==> config.mk <==
export PLATFORM = sky130hd
export DESIGN_NAME = float_div_12
export DESIGN_NICKNAME = d
export VERILOG_FILES = /design/src/rtl/float12_pkg.sv /design/src/rtl/float_div_12_mant_div.sv /design/src/rtl/float_div_12.sv
export SDC_FILE = /design/constraint.sdc
export NUM_CORES = 1
export LEC_CHECK = 0
export BUFFER_PORTS_ARGS = -buffer_cell sky130_fd_sc_hd__buf_4
export CAP_MARGIN = 5
export CORE_MARGIN = 1
export CORE_UTILIZATION = 30
export DETAILED_ROUTE_END_ITERATION = 8
export PLACE_DENSITY_LB_ADDON = 0.2
export SLEW_MARGIN = 20
export SYNTH_ARGS = -nofsm -noshare
export SYNTH_HDL_FRONTEND = slang
export SYNTH_SLANG_ARGS = --single-unit
==> constraint.sdc <==
create_clock -name clk_i -period 2.55 [get_ports clk_i]
set_input_delay 0.255 -clock clk_i [delete_from_list [all_inputs] [get_ports clk_i]]
set_output_delay 0.255 -clock clk_i [all_outputs]
set_load 0.03 [all_outputs]
==> src/rtl/float12_pkg.sv <==
// Shared definitions for the 12-bit float datapath: field widths, FSM states,
// field-slice helpers and zero detection.
package float12_pkg;

  localparam int EXP_W    = 5;
  localparam int MAN_W    = 6;
  localparam int EXP_BIAS = 15;
  localparam int WORD_W   = 1 + EXP_W + MAN_W;
  localparam int QUO_W    = MAN_W + 2;
  localparam int CNT_W    = $clog2(QUO_W);
  localparam int EXP_SW   = EXP_W + 2;

  typedef enum logic [1:0] {
    IDLE = 2'd0,
    DIV  = 2'd1,
    NORM = 2'd2,
    DONE = 2'd3
  } state_e;

  function automatic logic fieldSign(input logic [WORD_W-1:0] x);
    return x[WORD_W-1];
  endfunction

  function automatic logic [EXP_W-1:0] fieldExp(input logic [WORD_W-1:0] x);
    return x[WORD_W-2:MAN_W];
  endfunction

  function automatic logic [MAN_W-1:0] fieldMant(input logic [WORD_W-1:0] x);
    return x[MAN_W-1:0];
  endfunction

  // Zero is the all-zero exponent and mantissa, either sign.
  function automatic logic isZero(input logic [WORD_W-1:0] x);
    return (fieldExp(x) == '0) && (fieldMant(x) == '0);
  endfunction

endpackage

==> src/rtl/float_div_12_mant_div.sv <==
// Restoring division core: produces floor((dividend << 7) / divisor), one
// quotient bit per cycle MSB first, with a one-cycle done pulse at the end.
module mant_div_restoring
  import float12_pkg::*;
(
  input  logic             clk_i,
  input  logic             rst_i,
  input  logic             start_i,
  input  logic [MAN_W:0]   divisor_i,
  input  logic [MAN_W:0]   dividend_i,
  output logic [QUO_W-1:0] quotient_o,
  output logic             done_o
);

  logic [QUO_W-1:0] rem_q, rem_d;
  logic [QUO_W-1:0] remKeep;
  logic [MAN_W:0]   divisor_q;
  logic [QUO_W-1:0] quot_q, quot_d;
  logic [CNT_W-1:0] cnt_q;
  logic             busy_q;
  logic             done_q;
  logic             geq;

  // Remainder is kept one bit wider than the divisor since it is doubled each step.
  always_comb begin
    geq     = rem_q >= {1'b0, divisor_q};
    remKeep = geq ? (rem_q - {1'b0, divisor_q}) : rem_q;
    rem_d   = remKeep << 1;
    quot_d  = {quot_q[QUO_W-2:0], geq};
  end

  always_ff @(posedge clk_i or posedge rst_i) begin
    if (rst_i) begin
      rem_q     <= '0;
      divisor_q <= '0;
      quot_q    <= '0;
      cnt_q     <= '0;
      busy_q    <= 1'b0;
      done_q    <= 1'b0;
    end else begin
      done_q <= 1'b0;
      if (start_i) begin
        rem_q     <= {1'b0, dividend_i};
        divisor_q <= divisor_i;
        quot_q    <= '0;
        cnt_q     <= CNT_W'(QUO_W - 1);
        busy_q    <= 1'b1;
      end else if (busy_q) begin
        rem_q  <= rem_d;
        quot_q <= quot_d;
        cnt_q  <= cnt_q - 1'b1;
        if (cnt_q == '0) begin
          busy_q <= 1'b0;
          done_q <= 1'b1;
        end
      end
    end
  end

  assign quotient_o = quot_q;
  assign done_o     = done_q;

endmodule

==> src/rtl/float_div_12.sv <==
// Iterative 12-bit float divider with valid/ready handshakes and fixed latency.
// Define FLOAT_DIV_SAT_EN to saturate out-of-range exponents instead of wrapping.
module float_div_12
  import float12_pkg::*;
(
  input  logic              clk_i,
  input  logic              rst_i,
  input  logic              in_valid_i,
  output logic              in_ready_o,
  input  logic [WORD_W-1:0] data_1_i,
  input  logic [WORD_W-1:0] data_2_i,
  output logic              out_valid_o,
  input  logic              out_ready_i,
  output logic [WORD_W-1:0] data_div_o,
  output logic              div_zero_o
);

  state_e            state_q, state_d;
  logic [WORD_W-1:0] opA_q, opB_q;
  logic [WORD_W-1:0] result_q, result_d;
  logic              divZero_q, divZero_d;
  logic              accept;
  logic              coreDone;
  logic [QUO_W-1:0]  quotient;
  logic              resSign;
  logic              normAdj;
  logic [MAN_W-1:0]  mantNorm;
  logic [EXP_W-1:0]  expA, expB;
`ifdef FLOAT_DIV_SAT_EN
  logic signed [EXP_SW-1:0] expWide;
`else
  logic [EXP_W-1:0]  expField;
`endif

  assign accept = in_valid_i & in_ready_o;

  mant_div_restoring uCore (
    .clk_i      (clk_i),
    .rst_i      (rst_i),
    .start_i    (accept),
    .divisor_i  ({1'b1, fieldMant(data_2_i)}),
    .dividend_i ({1'b1, fieldMant(data_1_i)}),
    .quotient_o (quotient),
    .done_o     (coreDone)
  );

  always_ff @(posedge clk_i or posedge rst_i) begin
    if (rst_i) state_q <= IDLE;
    else       state_q <= state_d;
  end

  always_comb begin
    state_d = state_q;
    case (state_q)
      IDLE:    if (accept) state_d = DIV;
      DIV:     if (coreDone) state_d = NORM;
      NORM:    state_d = DONE;
      DONE:    if (out_ready_i) state_d = IDLE;
      default: state_d = IDLE;
    endcase
  end

  always_comb begin
    in_ready_o  = (state_q == IDLE);
    out_valid_o = (state_q == DONE);
  end

  always_ff @(posedge clk_i or posedge rst_i) begin
    if (rst_i) begin
      opA_q <= '0;
      opB_q <= '0;
    end else if (accept) begin
      opA_q <= data_1_i;
      opB_q <= data_2_i;
    end
  end

  // A quotient below 128 means the mantissa ratio was under 1: shift once, borrow one from the exponent.
  always_comb begin
    resSign   = fieldSign(opA_q) ^ fieldSign(opB_q);
    expA      = fieldExp(opA_q);
    expB      = fieldExp(opB_q);
    normAdj   = ~quotient[QUO_W-1];
    mantNorm  = quotient[QUO_W-1] ? quotient[MAN_W:1] : quotient[MAN_W-1:0];
    divZero_d = 1'b0;
`ifdef FLOAT_DIV_SAT_EN
    expWide  = $signed({2'b00, expA}) - $signed({2'b00, expB})
             + $signed(EXP_SW'(EXP_BIAS)) - $signed({{(EXP_SW-1){1'b0}}, normAdj});
    result_d = {resSign, expWide[EXP_W-1:0], mantNorm};
    if (expWide[EXP_SW-1] || (expWide == '0))
      result_d = {resSign, {(WORD_W-1){1'b0}}};
    else if (expWide[EXP_SW-2:EXP_W] != '0)
      result_d = {resSign, {(WORD_W-1){1'b1}}};
`else
    expField = expA - expB + EXP_W'(EXP_BIAS) - {{(EXP_W-1){1'b0}}, normAdj};
    result_d = {resSign, expField, mantNorm};
`endif
    if (isZero(opB_q)) begin
      result_d  = {resSign, {(WORD_W-1){1'b1}}};
      divZero_d = 1'b1;
    end else if (isZero(opA_q)) begin
      result_d  = {resSign, {(WORD_W-1){1'b0}}};
    end
  end

  always_ff @(posedge clk_i or posedge rst_i) begin
    if (rst_i) begin
      result_q  <= '0;
      divZero_q <= 1'b0;
    end else if (state_q == NORM) begin
      result_q  <= result_d;
      divZero_q <= divZero_d;
    end
  end

  assign data_div_o = result_q;
  assign div_zero_o = divZero_q;

endmodule

==> flow_summary_export.csv, run 1 <==
group,metric,value,unit
synthesis,ys.flop_type,"dfrtp_1",
sta,setup_violations,0,
sta,rsz0062_at_grt,"no",
routing,vias,2453,
worst_setup_path,r2r_start,"uCore.rem_q[0]",
status,run_status,"finished, final reports clean",
sta,setup_ws,0.237,ns
sta,fin_setup_tns,0,ns
global_routing,grt_pass1_wl,12100,µm
placement,dp_hpwl,5260,µm
sta,drv_slew,0,
global_routing,grt_pass1_vias,2448,
sta,tightest_slew,0.499,ns
routing,drt-initial-drc-count,148,
worst_setup_path,startpoint,"uCore.rem_q[0]",
global_routing,top_usage_layer,"met2",
global_routing,grt_use_met2,21.5,%
clocking,numClockSinks,61,
global_routing,grt_usage,13.7,%
die,dieWidth,106,µm
routing,firstDrtPassIters,4,
worst_setup_path,crit_type,"reg2reg",
global_routing,antenna_found_initial,0,
sta,finClkSkew,0.00959,ns
placement,port_buffers,42,
layout,fillCellCount,1083,
die,start_util,31.2,%
layout,final_common_cell,"nand2_1",
routing,wl_per_cell,13.5,µm
flow_run,cap_violations,0,
worst_setup_path,critical_path.startpoint_type,"register",
layout,antennaDiodeCount,0,
die,die-area,0.0112,mm²
die,rows,37,
worst_setup_path,cp-endpoint,"uCore.rem_q[1]",
sta,fmax,0.432,GHz
clocking,postCtsSetupBuffers,0,
sta,fin_crit_sh,90.7,%
clocking,clock_latency,0.34,ns
clocking,hold_buffers,1,
clocking,cts_tree,"built",
placement,dp.cells,508,
placement,post_dp_cell_area,0.00373,mm²
worst_setup_path,critPathArrivalTime,2.57,ns
sta,holdWs,0.0996,ns
synthesis,synth_edf_count,0,
global_routing,grt_max_degree,38,
clocking,cts_inserted_buffers,9,
sta,period_needed,2.31,ns
layout,fin_area,0.00391,mm²
synthesis,ys_warn_count,0,
layout,drive_gt1_share,18.1,%
global_routing,grt-ovfl-total,0,
synthesis,synthArstFlopShare,100,%
worst_setup_path,reg2reg_depth,9,
layout,final_cell_mix,"nand2_1, dfrtp_1, buf_4, inv_1, nor2_1",
sta,slew_headroom,66.7,%
pwr,total_leakage_power,0.00194,µW
worst_setup_path,rr_endpoint,"uCore.rem_q[1]",
worst_setup_path,end_kind,"register",
layout,nNetsFinal,438,
synthesis,synth_nets,391,
synthesis,synth_area,0.00324,mm²
synthesis,synth.ff_latch_count,61,
global_routing,met1_usage,18.7,%
synthesis,ys_seq_area_share,47.2,%
worst_setup_path,critical_path.max_fanout,10,
die,core_area,0.0104,mm²
synthesis,synth_cells,337,
pwr,power_density,1520,mW/mm²
min_path,min_path_type,"in2reg",
clocking,cts_root_buf,"clkbuf_8",
synthesis,synth_area_per_cell,9.60,µm²
sta,hold_viol,0,
clocking,cts_buffer_depth,2,
routing,wl,7070,µm
layout,synthToLayoutAreaGrowth,20.7,%
die,io_pins,43,
routing,ant_nets,0,
die,die_h,106,µm
routing,via_per_inst,4.69,
placement,pre_cts_ws,0.263,ns
worst_setup_path,reg2reg_setup_slack,0.24,ns
clocking,ctsHtreeMaxLevel,3,
layout,stdcell_count,523,
clocking,cts_resized,0,
routing,drc,0,
pwr,ir_worst_vdd,0.412,mV
synthesis,ys_types,45,
placement,place.gp.congestion,0.845,
global_routing,grt_util_met3,2.47,%
clocking,clk_pin_slew,0.07,ns
worst_setup_path,required,2.81,ns
[flip-flops by register name, summed over array words and instances (netlist names)]
register / cells
data_div_o: 12
opA_q: 12
opB_q: 12
uCore.quotient_o: 8
uCore.rem_q: 8
uCore.cnt_q: 3
state_q: 2
div_zero_o: 1
uCore.busy_q: 1
uCore.divisor_q: 1
uCore.done_o: 1
[cell type report]
class | count | area [µm²] | share of cell area, %
clock buffer | 12 | 155 | 3.97
timing repair buffer | 51 | 398 | 10.2
tap | 136 | 170 | 4.36
sequential | 61 | 1530 | 39.1
clock inverter | 2 | 10.0 | 0.256
inverter | 28 | 105 | 2.69
multi-input combinational | 233 | 1540 | 39.5
[routing by layer]
metal | routed length, µm | up-vias
met2 | 3310 | 37
met5 | 0 | -
met1 | 3430 | 1180
met4 | 75 | 0
met3 | 253 | 6
li1 | - | 1230
[where the power goes]
group	leakage [µW]	internal [µW]	switching (µW)
clock network	0.0000881	392	351
registers	0.000734	1440	370
logic	0.00112	1530	1840
total	0.00194	3360	2560
[synth_stat cells, types with 3 or more instances]
cell      count  area, µm²
buf_1         4       15.0
mux2i_1      18        180
nand3_1       3       15.0
a22oi_1       5       37.5
o21ai_1       6       30.0
nor2_1       26       97.6
nor4_1        5       31.3
nor3_1        3       15.0
o21ai_0      16       80.1
clkbuf_1      7       26.3
nand2b_1      3       18.8
nand2_1      68        255
buf_2         3       15.0
inv_1        28        105
o22a_1        8       70.1
dfrtp_1      61       1530
ha_1         24        300
xnor2_1       8       70.1
a21oi_1       8       40.0
[stage by stage]
step / utilization [%] / total power [µW]
5_1_grt: 37.7 / 6490
6_report: 37.7 / 5930
3_3_place_gp: 36.0 / 5170
4_1_cts: 37.7 / 6020
3_5_place_dp: 36.0 / 5240
2_1_floorplan: - / 4360
[worst max-delay path: stages, from the launching register on]
cell,delay (ns)
dfrtp_1,0.38
inv_1,0.08
ha_1,0.18
inv_1,0.06
fa_1,0.39
nand3_1,0.11
nand3_1,0.12
a41oi_4,0.48
mux2_4,0.34
o21ai_1,0.10
[worst min-delay path by stage]
stage	startpoint	endpoint	slack, ns	cells after the start
final	data_2_i[10]	opB_q[10]	0.1	3
after global routing	data_1_i[9]	opA_q[9]	0.11	3
after CTS	data_2_i[10]	opB_q[10]	0.09	3
after detailed placement	rst_i	uCore.quotient_o[5]	0.30	2
after global placement	rst_i	uCore.quotient_o[5]	0.29	2
after floorplan	data_1_i[0]	opA_q[0]	0.36	2
[cell families after synthesis]
kind of cell,synth area share (%)
mux,6.03
xor+xnor,2.71
buf+inv,5.22
flops,47.2
simple gates,15.9
fa+ha+maj,10.5
compound gates,12.5
Note: power is estimated with default switching activity, not from simulation.
==> run 2, diff against run 1 <==
--- a/config.mk
+++ b/config.mk
@@ -7,7 +7,6 @@
 export LEC_CHECK = 0
 export BUFFER_PORTS_ARGS = -buffer_cell sky130_fd_sc_hd__buf_4
 export CAP_MARGIN = 5
-export CORE_MARGIN = 1
 export CORE_UTILIZATION = 30
 export DETAILED_ROUTE_END_ITERATION = 8
 export PLACE_DENSITY_LB_ADDON = 0.2
==> constraint.sdc (replaced) <==
create_clock -name clk_i -period 2.55 [get_ports clk_i]
set_input_delay 0.1275 -clock clk_i [delete_from_list [all_inputs] [get_ports clk_i]]
set_output_delay 0.1275 -clock clk_i [all_outputs]
set_load 0.03 [all_outputs]
==> flow_summary_export.csv, run 2 (synthesized netlist as in run 1, its figures left out) <==
group,metric,value,unit
sta,setup_violations,0,
worst_setup_path,reg2reg_setup_slack,0.27,ns
routing,wl,7090,µm
pwr,total_leakage_power,0.00203,µW
worst_setup_path,cp_cell_sequence,"inv_1 -> ha_1 -> inv_1 -> fa_1 -> nand3_1 -> nand3_1 -> a41oi_4 -> mux2_4 -> o21ai_1",
sta,period_needed,2.28,ns
routing,vias,2530,
die,core_area,0.0104,mm²
layout,final_cell_mix,"nand2_1, dfrtp_1, buf_4, inv_1, nor2_1",
layout,drive_gt1_share,18.0,%
die,io_pins,43,
global_routing,grt_pass1_vias,2503,
clocking,clk_pin_slew,0.07,ns
worst_setup_path,rr_endpoint,"uCore.rem_q[1]",
clocking,cts_root_buf,"clkbuf_8",
sta,fmax,0.439,GHz
worst_setup_path,critPathArrivalTime,2.55,ns
routing,firstDrtPassIters,4,
die,start_util,31.2,%
die,die_h,106,µm
die,dieWidth,106,µm
clocking,numClockSinks,61,
worst_setup_path,reg2reg_depth,9,
sta,slew_headroom,58.8,%
layout,nNetsFinal,455,
global_routing,grt_pass1_wl,12200,µm
routing,drc,0,
sta,finClkSkew,0.00852,ns
clocking,cts_inserted_buffers,9,
clocking,ctsHtreeMaxLevel,3,
placement,pre_cts_ws,0.264,ns
worst_setup_path,end_kind,"register",
sta,hold_viol,0,
sta,rsz0062_at_grt,"no",
clocking,clock_latency,0.34,ns
status,run_status,"finished, final reports clean",
worst_setup_path,critical_path.max_fanout,10,
min_path,worstHoldEndpoint,"opB_q[6]",
global_routing,antenna_found_initial,0,
min_path,min_path_type,"in2reg",
min_path,holdCritStartpoint,"data_2_i[6]",
placement,place.gp.congestion,0.789,
sta,tightest_slew,0.617,ns
die,rows,37,
worst_setup_path,critical_path.startpoint_type,"register",
routing,ant_nets,0,
min_path,worstHoldPathCells,3,
layout,multi_input_area,0.00154,mm²
clocking,cts_buffer_depth,2,
global_routing,grt_usage,14.0,%
worst_setup_path,crit_type,"reg2reg",
worst_setup_path,cpPeakStageDelay,0.48,ns
layout,synthToLayoutAreaGrowth,26.9,%
routing,wl_per_cell,13.1,µm
clocking,cts_tree,"built",
routing,drt-initial-drc-count,106,
layout,ff_latch_area,0.00153,mm²
clocking,postCtsSetupBuffers,0,
sta,fin_setup_tns,0,ns
sta,setup_ws,0.273,ns
global_routing,grt_max_degree,38,
layout,final_common_cell,"nand2_1",
global_routing,grt-ovfl-total,0,
sta,drv_slew,0,
worst_setup_path,r2r_start,"uCore.rem_q[0]",
routing,via_per_inst,4.68,
flow_run,cap_violations,0,
worst_setup_path,cp_slowest_cell,"a41oi_4",
placement,port_buffers,42,
sta,fin_crit_sh,89.3,%
layout,fillCellCount,1075,
layout,antennaDiodeCount,0,
die,die-area,0.0112,mm²
worst_setup_path,required,2.82,ns
placement,dp_hpwl,5240,µm
pwr,power_density,1490,mW/mm²
pwr,ir_worst_vdd,0.497,mV
## run 2: changes by cell type in the layout (fill, tap and decap cells not counted)
cell / before / now
dlygate4sd3_1: 1 / 17
buf_12: 1 / 0
buf_4: 49 / 51
bufinv_16: 0 / 2
clkinv_2: 2 / 3
clkbuf_8: 11 / 10
clkbuf_1: 1 / 0
## run 2: layout make-up
type	count	area share [%]
multi-input cells	233	37.5
flip-flops and latches	61	37.1
repair buffers	68	13.5
well taps	136	4.14
clock buffers	10	3.35
inverters	28	2.56
clock inverters	5	1.83
## run 2: repair_timing
item                      in CTS  in global routing
gates resized for setup        0                  0
hold buffers                  17                  0
hold endpoints to repair      44                  0
## run 2: power by group
part	internal, µW	switching, µW	leakage, µW
clock network	566	375	0.000112
registers	1440	375	0.000734
logic	1540	1840	0.00119
total	3550	2590	0.00203
## run 2: worst max-delay path by stage
stage,start,cells after the start,slack [ns],end
after floorplan,uCore.quotient_o[7],10,0.36,data_div_o[9]
after global placement,uCore.rem_q[0],9,0.32,uCore.rem_q[1]
after detailed placement,uCore.rem_q[0],9,0.26,uCore.rem_q[1]
after CTS,uCore.rem_q[0],9,0.26,uCore.rem_q[1]
after global routing,uCore.rem_q[0],9,0.11,uCore.rem_q[1]
final,uCore.rem_q[0],9,0.27,uCore.rem_q[1]
## run 2: critical path, delay by kind of cell (launching register included)
kind            cells  cell delay, ns
buf+inv             2            0.13
simple gates        2            0.22
mux                 1            0.34
compound gates      2            0.59
flops               1            0.37
fa+ha+maj           2            0.56
## run 2: metal layers
layer	track usage, %	vias to the layer above	share of wire [%]
met4	4.86	0	1.8
li1	-	1269	-
met5	0	-	0
met2	22.6	43	47
met1	18.3	1206	47
met3	3.15	12	3.2
## run 2: per-stage QoR
stage / utilization, % / instances / cell area, µm² / power, µW / hold slack, ns
after global placement: 35.9 / 509 / 3730 / 5160 / 0.261
after global routing: 39.6 / 541 / 4110 / 6720 / 0.00265
final: 39.6 / 541 / 4110 / 6130 / 0.00278
after detailed placement: 35.9 / 509 / 3730 / 5230 / 0.261
after CTS: 39.6 / 541 / 4110 / 6210 / 0.000346
after floorplan: - / 337 / 3240 / 4360 / 0.233
==> run 3, diff against run 2 <==
--- a/config.mk
+++ b/config.mk
@@ -5,6 +5,7 @@
 export SDC_FILE = /design/constraint.sdc
 export NUM_CORES = 1
 export LEC_CHECK = 0
+export ABC_AREA = 1
 export BUFFER_PORTS_ARGS = -buffer_cell sky130_fd_sc_hd__buf_4
 export CAP_MARGIN = 5
 export CORE_UTILIZATION = 30
==> flow_summary_export.csv, run 3 <==
group,metric,value,unit
die,dieWidth,107,µm
synthesis,synthArstFlopShare,100,%
synthesis,ys_types,29,
synthesis,synth_common_cells,"nand2_1, inv_1, dfrtp_1",
layout,final_cell_mix,"nand2_1, inv_1, dfrtp_1, buf_4, nor2_1",
synthesis,ys_seq_area_share,46.0,%
synthesis,yosysTopAreaCellShare,46.0,%
routing,drt-initial-drc-count,91,
global_routing,grt-ovfl-total,0,
die,core_area,0.0108,mm²
synthesis,ys_warn_count,0,
die,die_h,107,µm
sta,finClkSkew,0.00570,ns
synthesis,synth_nets,459,
synthesis,synthMostInstantiatedCell,"nand2_1",
routing,ant_nets,0,
pwr,ir_worst_vdd,0.528,mV
synthesis,synth_top_cell_by_area,"dfrtp_1",
synthesis,ys.flop_type,"dfrtp_1",
sta,tightest_slew,0.449,ns
sta,hold_viol,0,
worst_setup_path,crit_type,"reg2reg",
worst_setup_path,reg2reg_depth,9,
global_routing,grt_pass1_wl,13000,µm
clocking,cts_resized,0,
clocking,cts_tree,"built",
routing,firstDrtPassIters,4,
die,start_util,30.7,%
sta,rsz0062_at_grt,"no",
min_path,worstHoldEndpoint,"opA_q[7]",
clocking,hold_buffers,18,
worst_setup_path,critical_path.max_fanout,13,
sta,fmax,0.467,GHz
synthesis,synth_area_per_cell,8.19,µm²
placement,port_buffers,42,
synthesis,synth_edf_count,0,
global_routing,antenna_found_initial,0,
layout,nNetsFinal,524,
global_routing,grt_max_degree,34,
worst_setup_path,r2r_start,"uCore.quotient_o[7]",
routing,via_per_inst,4.39,
sta,drv_slew,0,
worst_setup_path,rr_endpoint,"data_div_o[9]",
worst_setup_path,crit_top_cell,"ha_1",
layout,stdcell_count,615,
synthesis,synth_area,0.00332,mm²
flow_run,cap_violations,0,
worst_setup_path,end_kind,"register",
clocking,ctsHtreeMaxLevel,3,
routing,drc,0,
sta,period_needed,2.14,ns
global_routing,top_usage_layer,"met2",
layout,fin_util,38.9,%
layout,final_common_cell,"nand2_1",
worst_setup_path,cpPeakStageDelay,0.53,ns
layout,drive_gt1_share,17.5,%
worst_setup_path,critical_path.startpoint_type,"register",
global_routing,grt_use_met2,23.4,%
status,run_status,"finished, final reports clean",
placement,place.gp.congestion,0.798,
routing,vias,2699,
layout,fillCellCount,1125,
synthesis,synth.ff_latch_count,61,
die,rows,38,
clocking,numClockSinks,61,
worst_setup_path,cp_slowest_cell,"dfrtp_1",
sta,fin_setup_tns,0,ns
clocking,clock_latency,0.34,ns
placement,dp_hpwl,5280,µm
min_path,holdCritStartpoint,"data_1_i[7]",
clocking,cts_inserted_buffers,9,
synthesis,yosys-top-cells-area,"dfrtp_1, nand2_1, ha_1",
sta,slew_headroom,70.0,%
global_routing,grt_usage,14.6,%
die,io_pins,43,
routing,wl_per_cell,11.6,µm
clocking,postCtsSetupBuffers,0,
clocking,cts_buffer_depth,2,
clocking,cts_root_buf,"clkbuf_8",
min_path,min_path_type,"in2reg",
pwr,power_density,1480,mW/mm²
global_routing,grt_util_met3,4.26,%
worst_setup_path,cp_cell_sequence,"inv_1 -> ha_1 -> inv_1 -> ha_1 -> ha_1 -> fa_1 -> xor2_1 -> nand2_1 -> a21oi_1",
clocking,clk_pin_slew,0.07,ns
layout,ff_latch_area,0.00153,mm²
synthesis,synth_cells,405,
pwr,total_leakage_power,0.00215,µW
layout,multi_input_area,0.00149,mm²
worst_setup_path,critPathArrivalTime,2.41,ns
worst_setup_path,required,2.82,ns
sta,setup_violations,0,
layout,synthToLayoutAreaGrowth,26.6,%
worst_setup_path,reg2reg_setup_slack,0.41,ns
placement,dp.cells,581,
global_routing,met1_usage,19.2,%
sta,fin_crit_sh,84.0,%
min_path,worstHoldPathCells,3,
routing,wl,7140,µm
global_routing,grt_pass1_vias,2715,
layout,antennaDiodeCount,0,
die,die-area,0.0115,mm²
==> run 3: how the worst max path moves through the flow <==
stage | startpoint | to | slack [ns]
6_report | uCore.quotient_o[7] | data_div_o[9] | 0.41
3_3_place_gp | uCore.quotient_o[7] | data_div_o[9] | 0.47
5_1_grt | uCore.quotient_o[7] | data_div_o[9] | 0.17
3_5_place_dp | uCore.quotient_o[7] | data_div_o[9] | 0.40
2_1_floorplan | uCore.quotient_o[7] | data_div_o[9] | 0.44
4_1_cts | uCore.quotient_o[7] | data_div_o[9] | 0.39
==> run 3: per-stage QoR <==
stage	worst slack [ns]	instance area, µm²	total power (µW)	hold WS [ns]
2_1_floorplan	0.438	3320	4430	0.237
3_3_place_gp	0.466	3790	5190	0.171
3_5_place_dp	0.402	3790	5240	0.173
4_1_cts	0.392	4200	6300	0.00935
5_1_grt	0.173	4200	6940	0.00278
6_report	0.407	4200	6210	0.0283
==> run 3: routing by layer <==
metal  share of wire (%)  vias up
met3                 3.7        6
met5                   0        -
met2                  45       43
li1                    -     1412
met1                  51     1238
met4                 1.1        0
==> run 3: power breakdown <==
group	internal (µW)	leakage [µW]	switching, µW
combinational	1380	0.00129	2120
sequential	1440	0.000740	295
clock	601	0.000116	375
total	3420	0.00215	2780
==> run 3: cell families after synthesis <==
family                   after synthesis  share of synthesized area (%)
XOR/XNOR                               9                           2.38
flip-flops                            61                           46.0
buffers and inverters                 76                           8.98
adder cells (fa/ha/maj)               26                           10.3
AND/OR/NAND/NOR                      165                           20.9
AO/OA/AOI/OAI                         68                           11.5
==> run 3: cell type report <==
class / count / area share [%]
clock buffer: 12 / 3.69
clock inverter: 4 / 1.67
inverter: 64 / 5.72
multi-input combinational: 268 / 35.5
sequential: 61 / 36.3
tap: 140 / 4.17
timing repair buffer: 66 / 12.9
==> run 3: critical path: cells and delay by family (launching register included) <==
family	cells	cell delay (ns)
flip-flops	1	0.53
buffers and inverters	2	0.15
adder cells (fa/ha/maj)	4	1.04
XOR/XNOR	1	0.15
AND/OR/NAND/NOR	1	0.07
AO/OA/AOI/OAI	1	0.15
